`src/rtl/sfp_mul_sched.sv`:
```
// Shared signed fixed-point multiplier with round-robin arbitration across N_REQ requesters.
// A tag follows each accepted operation through a fixed-latency pipeline so the result returns to its owner.
module sfp_mul_sched #(
  parameter int N_REQ   = 4,
  parameter int IW      = 8,
  parameter int QW      = 16,
  parameter int MUL_LAT = 2,
  parameter int CLIP    = 0
) (
  input  logic                 clk,
  input  logic                 rst,
  input  logic [N_REQ-1:0]     req_valid,
  output logic [N_REQ-1:0]     req_ready,
  input  logic [N_REQ*(IW+QW)-1:0] req_x,
  input  logic [N_REQ*(IW+QW)-1:0] req_y,
  output logic [N_REQ-1:0]     rsp_valid,
  output logic [IW+QW-1:0]     rsp_data,
  output logic                 rsp_clip,
  output logic                 busy
);

  localparam int W  = IW + QW;
  localparam int PW = (N_REQ > 1) ? $clog2(N_REQ) : 1;
  localparam logic [PW:0] NREQ_W = (PW+1)'(N_REQ);
  localparam logic [PW-1:0] LAST_IDX = PW'(N_REQ - 1);

  logic [PW-1:0] ptr;
  logic [PW-1:0] grant_idx;
  logic          grant_found;
  logic          accept;

  logic [W-1:0]  sel_x;
  logic [W-1:0]  sel_y;
  logic signed [2*W-1:0] x_ext;
  logic signed [2*W-1:0] y_ext;
  logic signed [2*W-1:0] prod;
  logic signed [2*W-1:0] shifted;
  logic          ovf;
  logic [W-1:0]  res;

  logic [MUL_LAT-1:0] pipe_valid;
  logic [PW-1:0]      pipe_tag  [MUL_LAT];
  logic [W-1:0]       pipe_data [MUL_LAT];
  logic               pipe_clip [MUL_LAT];

  // Search ptr, ptr+1, ... modulo N_REQ for the first valid requester.
  always_comb begin
    logic [PW:0] idx;
    grant_found = 1'b0;
    grant_idx   = '0;
    idx         = '0;
    for (int k = 0; k < N_REQ; k++) begin
      idx = {1'b0, ptr} + (PW+1)'(k);
      if (idx >= NREQ_W) idx = idx - NREQ_W;
      if (!grant_found && req_valid[idx[PW-1:0]]) begin
        grant_found = 1'b1;
        grant_idx   = idx[PW-1:0];
      end
    end
  end

  assign accept = grant_found && !rst;

  always_comb begin
    req_ready = '0;
    if (accept) req_ready[grant_idx] = 1'b1;
  end

  always_comb begin
    sel_x = '0;
    sel_y = '0;
    for (int i = 0; i < N_REQ; i++) begin
      if (grant_idx == PW'(i)) begin
        sel_x = req_x[i*W +: W];
        sel_y = req_y[i*W +: W];
      end
    end
  end

  // After the arithmetic shift, bits [2W-1:W-1] must all match the kept sign bit or the result overflowed.
  always_comb begin
    x_ext   = {{W{sel_x[W-1]}}, sel_x};
    y_ext   = {{W{sel_y[W-1]}}, sel_y};
    prod    = x_ext * y_ext;
    shifted = prod >>> QW;
    ovf     = !((&shifted[2*W-1:W-1]) || !(|shifted[2*W-1:W-1]));
    res     = shifted[W-1:0];
    if (CLIP != 0 && ovf) begin
      res = shifted[2*W-1] ? {1'b1, {(W-1){1'b0}}} : {1'b0, {(W-1){1'b1}}};
    end
  end

  always_ff @(posedge clk) begin
    if (rst) begin
      ptr <= '0;
    end else if (accept) begin
      ptr <= (grant_idx == LAST_IDX) ? '0 : grant_idx + PW'(1);
    end
  end

  // Data stages only load behind a valid entry, so the output holds its last result between responses.
  always_ff @(posedge clk) begin
    if (rst) begin
      pipe_valid <= '0;
      for (int i = 0; i < MUL_LAT; i++) begin
        pipe_tag[i]  <= '0;
        pipe_data[i] <= '0;
        pipe_clip[i] <= 1'b0;
      end
    end else begin
      pipe_valid[0] <= accept;
      pipe_tag[0]   <= grant_idx;
      if (accept) begin
        pipe_data[0] <= res;
        pipe_clip[0] <= ovf;
      end
      for (int i = 1; i < MUL_LAT; i++) begin
        pipe_valid[i] <= pipe_valid[i-1];
        pipe_tag[i]   <= pipe_tag[i-1];
        if (pipe_valid[i-1]) begin
          pipe_data[i] <= pipe_data[i-1];
          pipe_clip[i] <= pipe_clip[i-1];
        end
      end
    end
  end

  always_comb begin
    rsp_valid = '0;
    if (pipe_valid[MUL_LAT-1]) rsp_valid[pipe_tag[MUL_LAT-1]] = 1'b1;
  end

  assign rsp_data = pipe_data[MUL_LAT-1];
  assign rsp_clip = pipe_clip[MUL_LAT-1];
  assign busy     = |pipe_valid;

endmodule

```
`config.mk`:
```
export PLATFORM = sky130hd
export DESIGN_NAME = sfp_mul_sched
export DESIGN_NICKNAME = d
export VERILOG_FILES = /design/src/rtl/sfp_mul_sched.sv
export SDC_FILE = /design/constraint.sdc
export NUM_CORES = 2
export LEC_CHECK = 0
export ABC_CLOCK_PERIOD_IN_PS = 14000
export BUFFER_PORTS_ARGS = -buffer_cell sky130_fd_sc_hd__clkbuf_2
export CORE_AREA = 2 2 225 227
export DETAILED_ROUTE_END_ITERATION = 6
export DIE_AREA = 0 0 227 229
export GPL_TIMING_DRIVEN = 0
export PLACE_DENSITY = 0.74
export SETUP_SLACK_MARGIN = 0.4
export SYNTH_ARGS = -nofsm -noshare
export SYNTH_HDL_FRONTEND = slang
export SYNTH_SLANG_ARGS = --single-unit
```
`constraint.sdc`:
```
create_clock -name clk -period 14 [get_ports clk]
set_input_delay 2.8 -clock clk [delete_from_list [all_inputs] [get_ports clk]]
set_output_delay 2.8 -clock clk [all_outputs]
set_load 0.01 [all_outputs]
```
==> results.json <==
{
  "post-route-period-util": 0.962,
  "port_buffers": 231,
  "path_class": "in -> reg",
  "syn2layout_area_growth_pct": 10.7,
  "die_h_microns": 229,
  "cts_buffer_depth": 2,
  "cts_root_buffer": "clkbuf_16",
  "finalSetupViolations": 0,
  "drc": 0,
  "vias_per_cell": 5.58,
  "syn_inst": 2855,
  "drtAntennaViolNets": 0,
  "dieWidth_microns": 227,
  "grt_max_degree": 26,
  "wire_per_inst_microns": 22.6,
  "crit_slowest_cell": "or4b_4",
  "num-nets-final": 4038,
  "dr_total_vias": 21099,
  "h-tree-depth": 3,
  "critPathArrivalTime_ps": 13530,
  "top_layer": "met4",
  "design_area_sq_mm": 0.0273,
  "nFillCells": 4668,
  "synth_area_sq_mm": 0.0246,
  "place_area_sq_mm": 0.0266,
  "timing.critical_path.mode_cell": "fa_1",
  "synth_cell_type_count": 58,
  "hold_class": "reg -> reg",
  "rows": 82,
  "grt_pass1_wl_mm": 132,
  "rsz0062_at_grt": "false",
  "synth_edf_count": 50,
  "finClkSkew_ps": 7.62,
  "met1Wirelength_mm": 31.3,
  "syn_avg_cell_area_sq_um": 8.62,
  "critPathMaxStageDelay_ps": 580,
  "wl_met3_mm": 8.03,
  "cts.sinks": 58,
  "cp-start-kind": "input pin",
  "synth_flop_cell": "edfxtp_1",
  "cp-end-kind": "flop",
  "dp_hpwl_mm": 73.3,
  "die_area_sq_mm": 0.0520,
  "tightest_slew_ps": 1440,
  "yosys_register_bits": 58,
  "drtIter0Drc": 1875,
  "synth_top_area_cell": "fa_1",
  "antenna_found_initial": 2,
  "routed_wl_mm": 85.6,
  "yosysTopAreaCellShare": 0.493,
  "cts.clk_slew.worst_paths_ps": 60,
  "slew_headroom": 0.0414,
  "hold_viol": 0,
  "async_flop_share": 0,
  "globalplace.congestion": 1.05,
  "max_cap_viol_count": 0,
  "fin_util": 0.549,
  "drtPass1Iterations": 6,
  "met2_length_mm": 39.4,
  "status": "finished, final reports clean",
  "yosys-top-cells-area": "fa_1 (49%), inv_1 (9.6%), ha_1 (6.8%)",
  "cp_max_fo": 10,
  "insertion_delay_ps": 350,
  "period_needed_ps": 13470,
  "cts_tree": "yes",
  "io_pins": 232,
  "required_ps": 14060,
  "fin_setup_tns_ps": 0,
  "first_global_vias": 22785,
  "yosysWarningCount": 0,
  "grt_overflow": 0,
  "drive_gt1_frac": 0.123,
  "hold_buffers": 0,
  "max_freq_mhz": 74.3,
  "synth_fp_nets": 3793,
  "grt_usage": 0.348,
  "cts_buffers": 9,
  "core_sq_mm": 0.0497,
  "start_util": 0.496,
  "ys_seq_area_frac": 0.0675,
  "slew_viol_final": 0
}
## metal layers
layer / global-route usage / up-vias
met5: 0 / -
met4: 0.218 / 0
met3: 0.0623 / 352
met2: 0.563 / 1177
met1: 0.434 / 10579
li1: - / 8991
## cells in the final DEF (no fill, tap or decap), types with 8 or more instances in the layout
master,count
inv_1,630
fa_1,604
nor2_1,441
nand2_1,333
clkbuf_2,286
a21oi_1,148
ha_1,134
clkbuf_1,52
edfxtp_1,50
a21o_1,47
and2_1,38
xnor2_1,31
buf_4,27
o21ai_0,25
a22oi_1,24
nand2b_1,16
a21oi_2,15
xor2_1,14
buf_1,12
nand4_1,10
o21bai_1,10
clkbuf_16,9
nor2b_1,8
nor3_1,8
a31oi_1,8
dfxtp_1,8
## synthesized netlist by cell type, types with 10 or more instances
library cell	instances
xor2_1	14
nor2_1	441
clkbuf_1	99
fa_1	606
a21oi_1	167
a21o_1	48
nor3_1	10
nand2b_1	16
o21bai_1	10
a22oi_1	24
edfxtp_1	50
o21ai_0	25
and2_1	38
nand2_1	333
inv_1	631
nand4_1	10
buf_4	25
ha_1	134
xnor2_1	31
buf_1	27
## worst max-delay path: cells and delay by family
family | cells | cell delay, ps
AOI/OAI and AO/OA | 7 | 2070
adders and majority gates | 9 | 4110
muxes | 1 | 140
buffers and inverters | 7 | 2220
and+or+nand+nor | 6 | 2130
## final timing paths
kind                   from         endpoint  slack (ps)  cells after the start
min reg2reg  pipe_tag[0][1]   pipe_tag[0][3]         440                      1
max reg2reg          ptr[1]  pipe_clip[0][0]        2580                     29
min          pipe_tag[0][1]   pipe_tag[0][3]         440                      1
max            req_valid[0]  pipe_clip[0][0]         530                     30
## flip-flops by register name, indices dropped and copies added (netlist names)
signal      count
pipe_data      48
ptr             2
pipe_clip       2
pipe_tag        4
pipe_valid      2
## cell type report
cell class              instances  area, sq um  area share
flip-flops and latches         58         1660      0.0610
well taps                     672          841      0.0309
multi-input cells            2012        20100       0.737
clock inverters                 7          125     0.00459
clock buffers                   9          225     0.00826
plain buffers                 153          756      0.0277
inverters                     632         2380      0.0872
repair buffers                234         1190      0.0435
diodes                          2         5.00    0.000184
## per-stage QoR
| stage | worst slack [ps] | std cells | hold slack [ps] |
|---|---|---|---|
| final | 534 | 3779 | 436 |
| after global routing | 409 | 3777 | 464 |
| after CTS | 407 | 3774 | 443 |
| after detailed placement | -949 | 3758 | 428 |
| after global placement | -887 | 3758 | 438 |
| after floorplan | 1620 | 2855 | 414 |
## kinds of logic after synthesis
group / share of synthesized area
multiplexers: 0.000813
AND/OR/NAND/NOR: 0.151
XOR/XNOR: 0.0160
buffers and inverters: 0.124
adder cells (fa/ha/maj): 0.561
AO/OA/AOI/OAI: 0.0806
flip-flops: 0.0675
## what timing repair did
action	in CTS	in global routing
setup endpoints to repair	7	4
resized for setup	32	109
setup buffers	0	2
Power is not shown: default switching activity piles up to over one toggle a cycle in this logic, so the estimate is an artifact.
